--- src/rtl/dance_round_ctrl.sv ---
// dance_round_ctrl: beat sequencer for the dance game (boss pose pick, judgment window, BCD score, lives).
// Optional macro DANCE_SPEEDUP_EN: judgment window halves at scores 10, 20 and 30.
module dance_round_ctrl #(
   parameter int unsigned BEAT_CYCLES  = 25000000,
   parameter int unsigned JUDGE_CYCLES = 12500000,
   parameter int unsigned LIVES        = 3
) (
   input  logic       clk,
   input  logic       reset,
   input  logic       start,
   input  logic [1:0] player_pose,
   output logic [1:0] boss_pose,
   output logic       pose_valid,
   output logic       hit,
   output logic       miss,
   output logic [3:0] score_ones,
   output logic [3:0] score_tens,
   output logic [1:0] lives,
   output logic       game_over,
   output logic [1:0] state
);

   localparam int unsigned      CNT_W      = $clog2(BEAT_CYCLES + 1);
   localparam logic [CNT_W-1:0] BEAT_LAST  = CNT_W'(BEAT_CYCLES - 1);
   localparam logic [1:0]       LIVES_INIT = 2'(LIVES);

   typedef enum logic [2:0] {
      S_IDLE,
      S_PICK,
      S_JUDGE,
      S_HOLD,
      S_OVER
   } fsm_t;

   fsm_t             cur;
   fsm_t             nxt;
   logic [7:0]       lfsr;
   logic             lfsr_fb;
   logic [CNT_W-1:0] cnt;
   logic [CNT_W-1:0] win_last;
   logic [1:0]       new_pose;
   logic             pose_match;
   logic             do_pick;
   logic             do_load;
   logic             do_hit;
   logic             do_miss;
   logic [1:0]       state_d;

   assign lfsr_fb    = lfsr[7] ^ lfsr[5] ^ lfsr[4] ^ lfsr[3];
   assign pose_match = (player_pose == boss_pose);
   // Inverting both bits guarantees the new pose differs from the current one.
   assign new_pose   = (lfsr[1:0] == boss_pose) ? ~lfsr[1:0] : lfsr[1:0];

`ifdef DANCE_SPEEDUP_EN
   logic [CNT_W-1:0] win;
   logic [1:0]       win_shift;

   assign win_shift = (score_tens >= 4'd3) ? 2'd3 : score_tens[1:0];
   assign win_last  = win - 1'b1;

   // Window is latched from the score seen in PICK and held for the whole beat.
   always_ff @(posedge clk) begin
      if (reset) begin
         win <= CNT_W'(JUDGE_CYCLES);
      end else if (do_pick) begin
         win <= CNT_W'(JUDGE_CYCLES) >> win_shift;
      end
   end
`else
   assign win_last = CNT_W'(JUDGE_CYCLES - 1);
`endif

   always_ff @(posedge clk) begin
      if (reset) begin
         cur <= S_IDLE;
      end else begin
         cur <= nxt;
      end
   end

   always_comb begin
      nxt     = cur;
      do_pick = 1'b0;
      do_load = 1'b0;
      do_hit  = 1'b0;
      do_miss = 1'b0;
      case (cur)
         S_IDLE, S_OVER: begin
            if (start) begin
               nxt     = S_PICK;
               do_load = 1'b1;
            end
         end
         S_PICK: begin
            nxt     = S_JUDGE;
            do_pick = 1'b1;
         end
         S_JUDGE: begin
            if (pose_match) begin
               do_hit = 1'b1;
               nxt    = S_HOLD;
            end else if (cnt == win_last) begin
               do_miss = 1'b1;
               nxt     = (lives <= 2'd1) ? S_OVER : S_HOLD;
            end
         end
         S_HOLD: begin
            if (cnt == BEAT_LAST) begin
               nxt = S_PICK;
            end
         end
         default: nxt = S_IDLE;
      endcase
   end

   always_comb begin
      state_d = 2'b00;
      case (nxt)
         S_PICK:  state_d = 2'b01;
         S_JUDGE: state_d = 2'b10;
         S_HOLD:  state_d = 2'b11;
         default: state_d = 2'b00;
      endcase
   end

   always_ff @(posedge clk) begin
      if (reset) begin
         lfsr       <= 8'hA5;
         cnt        <= '0;
         boss_pose  <= 2'b01;
         pose_valid <= 1'b0;
         hit        <= 1'b0;
         miss       <= 1'b0;
         score_ones <= '0;
         score_tens <= '0;
         lives      <= LIVES_INIT;
         game_over  <= 1'b0;
         state      <= 2'b00;
      end else begin
         lfsr       <= {lfsr[6:0], lfsr_fb};
         pose_valid <= do_pick;
         hit        <= do_hit;
         miss       <= do_miss;
         game_over  <= (nxt == S_OVER);
         state      <= state_d;

         if (do_pick) begin
            cnt       <= '0;
            boss_pose <= new_pose;
         end else if (cur == S_JUDGE || cur == S_HOLD) begin
            cnt <= cnt + 1'b1;
         end

         if (do_load) begin
            score_ones <= '0;
            score_tens <= '0;
            lives      <= LIVES_INIT;
         end else if (do_hit) begin
            // BCD increment saturating at 99.
            if (score_ones != 4'd9) begin
               score_ones <= score_ones + 4'd1;
            end else if (score_tens != 4'd9) begin
               score_ones <= '0;
               score_tens <= score_tens + 4'd1;
            end
         end else if (do_miss && lives != 2'd0) begin
            lives <= lives - 2'd1;
         end
      end
   end

endmodule

--- config.mk ---
export PLATFORM = sky130hd
export DESIGN_NAME = dance_round_ctrl
export DESIGN_NICKNAME = d
export VERILOG_FILES = /design/src/rtl/dance_round_ctrl.sv
export SDC_FILE = /design/constraint.sdc
export NUM_CORES = 1
export LEC_CHECK = 0
export CAP_MARGIN = 10
export CORE_MARGIN = 4
export CORE_UTILIZATION = 50
export DETAILED_ROUTE_END_ITERATION = 7
export HOLD_SLACK_MARGIN = 0.06
export MAX_ROUTING_LAYER = met4
export PLACE_DENSITY = 0.71
export SETUP_SLACK_MARGIN = 0.4
export SLEW_MARGIN = 40
export SYNTH_ARGS = -nofsm -noshare
export SYNTH_HDL_FRONTEND = slang
export SYNTH_SLANG_ARGS = --single-unit
--- constraint.sdc ---
create_clock -name clk -period 3.1 [get_ports clk]
set_input_delay 0.465 -clock clk [delete_from_list [all_inputs] [get_ports clk]]
set_output_delay 0.465 -clock clk [all_outputs]
set_load 0.01 [all_outputs]
Word-level counts from Yosys, hierarchy flattened

Cells that the tools add are included.

Flip-flop bits (word level): 54
Output and inout bits: 18
Word-level logic and storage cells: 66

$add $sub $neg: 4
Order comparisons: 1
Eq/ne operators: 14
Multiplexer cells: 18
Bitwise gates (word level): 6
Reduce and logical (&&, ||, !) cells: 11

Operators by type and width:

| kind                  | number |
|---|---|
| $add 25x1->25 const B | 1 |
| $eq 25x24->1 const B  | 1 |
| $eq 25x25->1 const B  | 1 |
| $mux 3                | 5 |
| $eq 3x2->1 const B    | 4 |
| $pmux 3 s4            | 1 |
| $add 4x1->4 const B   | 2 |
| $mux 1                | 8 |
| $mux 4                | 2 |
| $ne 4x4->1 const B    | 2 |
| $eq 3x1->1 const B    | 2 |
| $eq 3x3->1 const B    | 2 |
| $pmux 2 s3            | 1 |
| $reduce_or 2->1       | 3 |
| $eq 2x2->1            | 2 |
| $reduce_and 2->1      | 2 |
| $reduce_bool 2->1     | 2 |
| $logic_not 3->1       | 1 |
| $reduce_and 3->1      | 1 |
| $xor 1x1->1           | 3 |
| $le 2x1->1 const B    | 1 |
| $mux 2                | 1 |
| $not 1->1             | 2 |
| $not 2->2             | 1 |
| 3 further kinds       | 3 |

Logic depth before layout (Yosys ltp)

Gate-level depths: netlist of the first run.

Word-level depth: 7
Mapped depth: 6

Least setup slack after synthesis of the first run

OpenSTA, ideal clock, no wires.

Path kind: register to register
From: register cnt[0]
To: register cnt[24]
Arrival: 1.875 ns
Required time: 3.030 ns
Setup slack: 1.155 ns
Cell stages (with the launch flop): 6
Path buffers: 0
Cell sequence: dfxtp_1 -> ha_1 -> nand4b_4 -> or4_4 -> or4_1 -> a21oi_1

Word-level cells in the longest chain between the ends: 1

Ends and longest elaborated chain:

| element                  | line | source |
|---|---|---|
| start: declaration       | 39   | `logic [CNT_W-1:0] cnt;` |
| start signal: assignment | 151  | `cnt <= cnt + 1'b1;` |
| $add 25x1->25            | 151  |  |

Every way passes these cells.
A chain may end at the register's enable or synchronous reset.

Worst setup path in the final report of the first run

From: register cnt[0]
To: register lives[0]

Word-level cells in the longest chain between the ends: 6

Ends and longest elaborated chain:

| element                           | line | source |
|---|---|---|
| $eq 25x24->1                      | 102  | `end else if (cnt == win_last) begin` |
| $mux 1                            | 102  |  |
| $mux 1                            | 99   | `if (pose_match) begin` |
| $mux 1                            | 87   | `case (cur)` |
| $logic_and 1x1->1                 | 166  | `end else if (do_miss && lives != 2'd0) begin` |
| $reduce_and 2->1 (no source line) | -    |  |
| end signal: assignment            | 167  | `lives <= lives - 2'd1;` |
| end: declaration                  | 18   | `output logic [1:0] lives,` |

Every way passes these cells.

==> results.json, run 1 <==
{
  "status": "finished, final reports clean",
  "slew_headroom_pct": 56.2,
  "tns_ns": 0,
  "synth_top_flop_cell": "dfxtp_1",
  "synth_top_family_by_area": "simple AND/OR/NAND/NOR gates",
  "leakage_nw": 0.974,
  "grt_pass1_wl_mm": 9.24,
  "regToRegSetupSlack_ns": 0.91,
  "tightestPinTransition_ns": 0.655,
  "internal_power_uw": 981,
  "die_h_um": 79.6,
  "layout_min_cycle_time_ns": 2.19,
  "clk_path_buf_depth": 2,
  "clock_sinks": 54,
  "hpwl_mm": 3.71,
  "pwr-share-seq_pct": 55.9,
  "arrival_ns": 2.44,
  "cts_tree": "done",
  "fmax_mhz": 457,
  "insertion_delay_ns": 0.31,
  "synth.distinct_cells": 49,
  "portBuffers": 22,
  "antenna_found_initial": 0,
  "area_growth_pct": 13.2,
  "cp.required_ns": 3.35,
  "synth_xor_area_share_pct": 6.49,
  "route.detailed.drc": 0,
  "ys_async_sr_fraction_pct": 0,
  "die_w_um": 79.6,
  "r2r-start": "cnt[0]",
  "p_total_mw": 1.38,
  "netlist.area_leader.share_pct": 42.1,
  "final.setup.worst_slack_ns": 0.909,
  "swShare_pct": 29.1,
  "syn_area_sq_mm": 0.00256,
  "ys_top_cells_by_count": "dfxtp_1, nor2_1, a21oi_1, nand2_1, inv_1",
  "cts_buffers": 5,
  "cts_resized": 0,
  "track_usage_pct": 18.8,
  "gp_congestion": 0.816,
  "finalMaxSlewViolations": 0,
  "synth.most_common_cell": "dfxtp_1",
  "min_path_cells": 1,
  "fin_area_sq_mm": 0.00290,
  "wl_per_cell_um": 14.0,
  "synth.area.top_cells": "dfxtp_1, a21oi_1, xor2_1",
  "vias": 2087,
  "timing.rr.end": "lives[0]",
  "grt_pass1_vias": 1903,
  "h-tree-depth": 2,
  "ir_drop_mv": 0.292,
  "min_path_type": "reg -> reg",
  "p_clk_share_pct": 29.8,
  "drtPass1Iterations": 4,
  "grt_max_degree": 28,
  "drive_above_1_share_pct": 5.90,
  "n_fill_cell": 415,
  "fin_crit_sh_pct": 70.7,
  "skew_ns": 0.00659,
  "path_class": "reg -> reg",
  "hold_violations": 0,
  "setup_viol": 0,
  "ys_seq_area_share_pct": 42.1,
  "cts.clk_slew.worst_paths_ns": 0.11,
  "hold_path_end": "lfsr[7]",
  "synth-simple-area-share_pct": 30.9,
  "place_ws_ns": 0.811,
  "syn_area_per_cell_sq_um": 8.91,
  "post_drt_via_cell_ratio": 5.61,
  "clockRootBuffer": "clkbuf_8",
  "diodes": 0,
  "drt_iter0_drc": 119,
  "core-area_sq_mm": 0.00485,
  "rsz0062_at_grt": "no",
  "synth_edf_count": 0,
  "post-cts-setup-buffers": 0,
  "synth_mux_area_share_pct": 1.17,
  "min_from": "lfsr[6]",
  "critPathLaunchType": "register",
  "finalNetCount": 314,
  "row_count": 25,
  "synth_fa_ha_area_share_pct": 2.44,
  "dpl_cell_area_sq_mm": 0.00281,
  "io_pins": 23,
  "cap_viol_max_count": 0,
  "yosysWarnings": 0,
  "syn_inst": 288,
  "synth-seq-cells": 54,
  "holdBufCountCts": 0,
  "start_util_pct": 52.9,
  "powerDensity_mw_per_mm2": 476,
  "power_switching_uw": 402,
  "p_comb_share_pct": 14.4,
  "dieArea_sq_mm": 0.00634,
  "fin_util_pct": 59.9,
  "syn_nets": 298,
  "yosys.area.top_type": "dfxtp_1",
  "crit_path_end_kind": "register",
  "synth_compound_area_share_pct": 12.7,
  "critPathMaxFanout": 4,
  "antenna_left": 0,
  "rr_worst_depth": 5,
  "grt_overflow": 0,
  "wirelength_mm": 5.22
}
per-layer routing:
metal	vias to the layer above	track usage, %	wire length, um
li1	1077	-	-
met1	967	26.4	2690
met2	39	26.5	2290
met3	4	4.40	178
met4	0	6.01	55
met5	-	-	0
cell families (layout without fill, tap and decap cells):
| kind of cell | count (synthesis) | in the layout |
|---|---|---|
| muxes | 3 | 3 |
| xor gates and xnor gates | 19 | 19 |
| DFF | 54 | 54 |
| and+or+nand+nor | 129 | 129 |
| adders and majority gates | 5 | 5 |
| AOI/OAI and AO/OA | 53 | 53 |
| buffers and inverters | 25 | 42 |
area by class of cell:
class | instances | area, sq um | area share [%]
clock inverter | 3 | 25.0 | 0.862
inverter | 12 | 45.0 | 1.55
tap | 67 | 83.8 | 2.89
sequential | 54 | 1080 | 37.2
multi-input combinational | 209 | 1380 | 47.5
timing repair buffer | 22 | 220 | 7.59
clock buffer | 5 | 68.8 | 2.37
registers in the layout (all words and copies together) (netlist names), 2 cells and up:
signal / cells
cnt: 25
lives: 2
score_tens: 4
state: 2
cur: 3
score_ones: 4
lfsr: 8
boss_pose: 2
critical path, cell delays in order (launching register included):
cell,delay [ns]
dfxtp_1,0.40
ha_1,0.28
nor4bb_1,0.50
nand2_1,0.18
nor4_1,0.53
mux2i_1,0.24
cell usage in the layout (no fill, tap or decap), types with 3 or more instances in the layout:
master            n
inv_1            12
or4_1             8
clkdlybuf4s50_1  22
a21oi_1          21
o21ai_0          11
xor2_1           10
dfxtp_1          54
and4_1            4
nor4bb_1          4
nor3b_1           3
or3_1            11
clkbuf_8          5
nor2_1           23
nand2_1          15
nand2b_1          4
mux2i_1           3
or2_2             5
nor2b_1           6
nor3_1            4
o31ai_1           8
xnor2_1           9
and2_1            3
nand3_1          10
nand4_1           8
nor4_1            5
ha_1              5
power by group through the flow:
stage                     Clock (mW)  Sequential (mW)  Combinational (mW)
after CTS                      0.422            0.772               0.200
after floorplan                    0            0.776               0.146
final                          0.412            0.772               0.198
after detailed placement           0            0.788               0.197
after global placement             0            0.787               0.197
after global routing           0.447            0.780               0.221
stage by stage:
step | hold WS, ns | cells
floorplan | 0.389 | 288
global placement | 0.395 | 364
detailed placement | 0.398 | 364
CTS | 0.426 | 372
global route | 0.440 | 372
finish | 0.421 | 372
how the worst max path moves through the flow:
stage	start	endpoint	slack, ns	cells after the start
2_1_floorplan	cnt[0]	cnt[24]	1.15	5
3_3_place_gp	reset	boss_pose[0]	0.86	4
3_5_place_dp	reset	boss_pose[0]	0.81	4
4_1_cts	cnt[0]	lives[1]	0.94	5
5_1_grt	cnt[0]	lives[0]	0.73	5
6_report	cnt[0]	lives[0]	0.91	5
(Power assumes the default switching activity.)
==> run 2, diff against run 1 <==
- PLACE_DENSITY: 0.71 -> 0.74
- clock period: 3.1 -> 2 ns (I/O delays scaled with it)
==> results.json, run 2 (same netlist as run 1, synthesis figures left out) <==
{
  "hold_violations": 0,
  "critPathMaxFanout": 6,
  "hold_ws_ns": 0.423,
  "dieArea_sq_mm": 0.00634,
  "cts_buffers": 5,
  "diodes": 0,
  "clk_path_buf_depth": 2,
  "cp.buffers_inverters": 0,
  "cts.clk_slew.worst_paths_ns": 0.11,
  "insertion_delay_ns": 0.32,
  "drive_above_1_share_pct": 36.9,
  "status": "finished, final reports clean",
  "grt_pass1_vias": 2257,
  "fin_crit_sh_pct": 92.7,
  "layout_common_cells": "buf_4, dfxtp_1, nor2_1, a21oi_1, clkdlybuf4s50_1",
  "portBuffers": 22,
  "stdcell_count": 417,
  "die_h_um": 79.6,
  "h-tree-depth": 2,
  "setup_viol": 0,
  "cts_tree": "done",
  "largest_reg_flops": 25,
  "area_growth_pct": 44.0,
  "tightestPinTransition_ns": 0.445,
  "crit_chain": "ha_4 -> nand4b_4 -> or3_4 -> or4_1 -> a21oi_1",
  "antenna_found_initial": 0,
  "start_util_pct": 52.9,
  "row_count": 25,
  "rsz0062_at_grt": "yes",
  "leakage_nw": 1.33,
  "finalNetCount": 359,
  "critPathLaunchType": "register",
  "ir_drop_mv": 0.467,
  "powerDensity_mw_per_mm2": 681,
  "path_class": "reg -> reg",
  "n_fill_cell": 319,
  "crit_path_end_kind": "register",
  "cpPeakStageDelay_ns": 0.45,
  "tns_ns": 0,
  "clockRootBuffer": "clkbuf_8",
  "gp_congestion": 0.770,
  "cp.required_ns": 2.24,
  "cp_slowest_cell": "or4_1",
  "cp_top_family": "simple AND/OR/NAND/NOR gates",
  "dp_cells": 377,
  "reg_top3": "cnt (25), lfsr (8)",
  "drt_iter0_drc": 198,
  "core-area_sq_mm": 0.00485,
  "antenna_left": 0,
  "fin_util_pct": 76.2,
  "skew_ns": 0.0100,
  "hpwl_mm": 3.94,
  "grt_pass1_wl_mm": 10.9,
  "track_usage_pct": 22.8,
  "wirelength_mm": 7.45,
  "fmax_mhz": 539,
  "slew_headroom_pct": 70.3,
  "grt_max_degree": 26,
  "cap_viol_max_count": 0,
  "die_w_um": 79.6,
  "post_drt_via_cell_ratio": 5.96,
  "clock_sinks": 54,
  "wl_per_cell_um": 17.9,
  "vias": 2484,
  "grt_overflow": 0,
  "io_pins": 23,
  "route.detailed.drc": 0,
  "max_flop_register": "cnt",
  "final_common_cell": "buf_4",
  "layout_min_cycle_time_ns": 1.85,
  "arrival_ns": 2.10,
  "min_path_type": "reg -> reg",
  "finalMaxSlewViolations": 0,
  "drtPass1Iterations": 4
}
run 2: cell count changes in the layout (fill, tap and decap cells not counted), sizes merged:
cell           change
buf               +44
clkbuf             +3
clkdlybuf4s50      -5
clkinv             -1
clkinvlp           -1
dlygate4sd2        +1
dlymetal6s2s       +4
inv                -1
or4                +1
run 2: routing by layer:
layer	wire length [um]	up-vias	GRT usage [%]
met5	0	-	-
li1	-	1170	-
met3	394	12	5.42
met1	3220	1223	28.7
met2	3710	79	36.3
met4	129	0	6.87
run 2: cell type report:
class                   instances  area (sq um)  area share (%)
multi-input cells             210          1700            46.0
flip-flops and latches         54          1140            30.9
repair buffers                 66           591            16.0
clock buffers                   8           133            3.59
well taps                      67          83.8            2.27
inverters                      12          45.0            1.22
run 2: where the power goes:
group          internal [mW]  switching (mW)  total [mW]
logic                  0.233           0.272       0.505
clock network          0.434           0.382       0.816
registers               1.13          0.0642        1.19
run 2: timing repair:
item                       in CTS  in global routing
gates cloned                    1                  0
buffers inserted               21                 10
pin swaps                      13                 22
hold buffers                    0                  0
setup endpoints to repair      35                 39
gates resized for setup        49                 43
run 2: path summary, 6_finish.rpt:
kind	startpoint	to	slack, ns	depth (start not counted)
worst min-delay path	lfsr[6]	lfsr[7]	0.42	1
worst max-delay path	cnt[1]	cnt[18]	0.15	5
worst max register to register	cnt[1]	cnt[18]	0.15	5
worst min register to register	lfsr[6]	lfsr[7]	0.42	1
run 2: metrics by stage:
step | cell area, sq um | total power, mW | worst slack (ns)
2_1_floorplan | 2640 | 1.44 | 0.255
3_3_place_gp | 2970 | 1.56 | 0.0438
3_5_place_dp | 2970 | 1.57 | 0.0137
4_1_cts | 3450 | 2.44 | 0.195
5_1_grt | 3690 | 2.61 | 0.0676
6_report | 3690 | 2.52 | 0.145
==> run 3, diff against run 2 <==
- PLACE_DENSITY: 0.74 -> 0.8
==> results.json, run 3 (same netlist as run 1, synthesis figures left out) <==
{
  "status": "finished, final reports clean",
  "cpPeakStageDelay_ns": 0.53,
  "regArea_sq_mm": 0.00114,
  "cts.clk_slew.worst_paths_ns": 0.10,
  "dieArea_sq_mm": 0.00634,
  "timing.rr.end": "cnt[23]",
  "regToRegSetupSlack_ns": 0.07,
  "drive_above_1_share_pct": 35.5,
  "layout_min_cycle_time_ns": 1.93,
  "powerDensity_mw_per_mm2": 679,
  "slew_headroom_pct": 69.1,
  "rr_worst_depth": 4,
  "cts_tree": "done",
  "area_growth_pct": 45.1,
  "min_path_type": "reg -> reg",
  "clk_path_buf_depth": 2,
  "grt_pass1_vias": 2415,
  "n_fill_cell": 308,
  "clockRootBuffer": "clkbuf_8",
  "wl_per_cell_um": 19.4,
  "cap_viol_max_count": 0,
  "die_w_um": 79.6,
  "rsz0062_at_grt": "yes",
  "insertion_delay_ns": 0.31,
  "row_count": 25,
  "finalMaxSlewViolations": 0,
  "start_util_pct": 52.9,
  "clock_sinks": 54,
  "grt_pass1_wl_mm": 11.2,
  "wirelength_mm": 8.07,
  "core-area_sq_mm": 0.00485,
  "largest_reg_flops": 25,
  "critPathLaunchType": "register",
  "vias": 2557,
  "track_usage_pct": 22.9,
  "antenna_left": 0,
  "setup_viol": 0,
  "cp_top_family": "simple AND/OR/NAND/NOR gates",
  "tns_ns": 0,
  "multi_input_area_sq_mm": 0.00174,
  "portBuffers": 22,
  "r2r-start": "cnt[21]",
  "critPathMaxFanout": 5,
  "max_flop_register": "cnt",
  "tightestPinTransition_ns": 0.462,
  "fmax_mhz": 517,
  "layout_common_cells": "buf_4, dfxtp_1, nor2_1, a21oi_1, clkdlybuf4s50_1",
  "skew_ns": 0.00817,
  "diodes": 0,
  "arrival_ns": 2.17,
  "final_common_cell": "buf_4",
  "cp.required_ns": 2.23,
  "reg_top3": "cnt (25), lfsr (8)",
  "hold_violations": 0,
  "io_pins": 23,
  "grt_overflow": 0,
  "min_from": "lfsr[6]",
  "hold_path_end": "lfsr[7]",
  "antenna_found_initial": 0,
  "die_h_um": 79.6,
  "fin_crit_sh_pct": 96.7,
  "hpwl_mm": 3.92,
  "drt_iter0_drc": 192,
  "ir_drop_mv": 0.414,
  "route.detailed.drc": 0,
  "gp_congestion": 0.811,
  "cp_slowest_cell": "or4_1",
  "min_path_cells": 1,
  "crit_chain": "nand4_1 -> or3_1 -> or4_1 -> a21oi_1",
  "hold_ws_ns": 0.444,
  "p_total_mw": 2.53,
  "grt_max_degree": 28,
  "drtPass1Iterations": 5,
  "startpoint": "cnt[21]",
  "cts_buffers": 5,
  "h-tree-depth": 2,
  "path_class": "reg -> reg",
  "leakage_nw": 1.40,
  "crit_path_end_kind": "register",
  "cp.buffers_inverters": 0,
  "finalNetCount": 358,
  "post_drt_via_cell_ratio": 6.15
}
run 3: cell type report:
| class | count | share of cell area (%) |
|---|---|---|
| Clock buffer | 6 | 1.95 |
| Sequential cell | 54 | 30.8 |
| Inverter | 12 | 1.21 |
| Timing Repair Buffer | 66 | 16.1 |
| Multi-Input combinational cell | 209 | 46.8 |
| Tap cell | 67 | 2.25 |
| Clock inverter | 2 | 1.01 |
run 3: metrics by stage:
step / area (sq um) / setup WS [ns] / util (%) / instances
final: 3720 / 0.0657 / 76.8 / 416
after global routing: 3720 / 0.0480 / 76.8 / 416
after CTS: 3440 / 0.207 / 71.0 / 404
after detailed placement: 2940 / 0.0201 / 60.7 / 374
after global placement: 2940 / 0.0406 / 60.7 / 374
after floorplan: 2640 / 0.255 / - / 288
run 3: routing by layer:
layer	track usage (%)	vias up	share of wire (%)
met3	3.61	29	6.3
met1	28.2	1221	40
met4	11.2	0	4.4
li1	-	1163	-
met2	36.7	144	49
met5	-	-	0
run 3: how the worst max path moves through the flow:
| stage | to | slack, ns | cells past startpoint |
|---|---|---|---|
| after global placement | cur[2] | 0.04 | 5 |
| after CTS | cnt[19] | 0.21 | 4 |
| after detailed placement | cur[2] | 0.02 | 5 |
| final | cnt[23] | 0.07 | 4 |
| after floorplan | score_tens[3] | 0.26 | 6 |
| after global routing | cnt[23] | 0.05 | 4 |
run 3: timing repair:
item / in CTS / in global routing
endpoints found under the setup margin: 34 / 53
pin swaps: 22 / 21
hold buffers: 0 / 0
gates resized for setup: 56 / 47
setup buffers: 22 / 12
run 3: where the power goes:
part | switching [mW] | total, mW | internal, mW
Combinational | 0.304 | 0.586 | 0.281
Clock | 0.369 | 0.743 | 0.374
Sequential | 0.0670 | 1.20 | 1.13
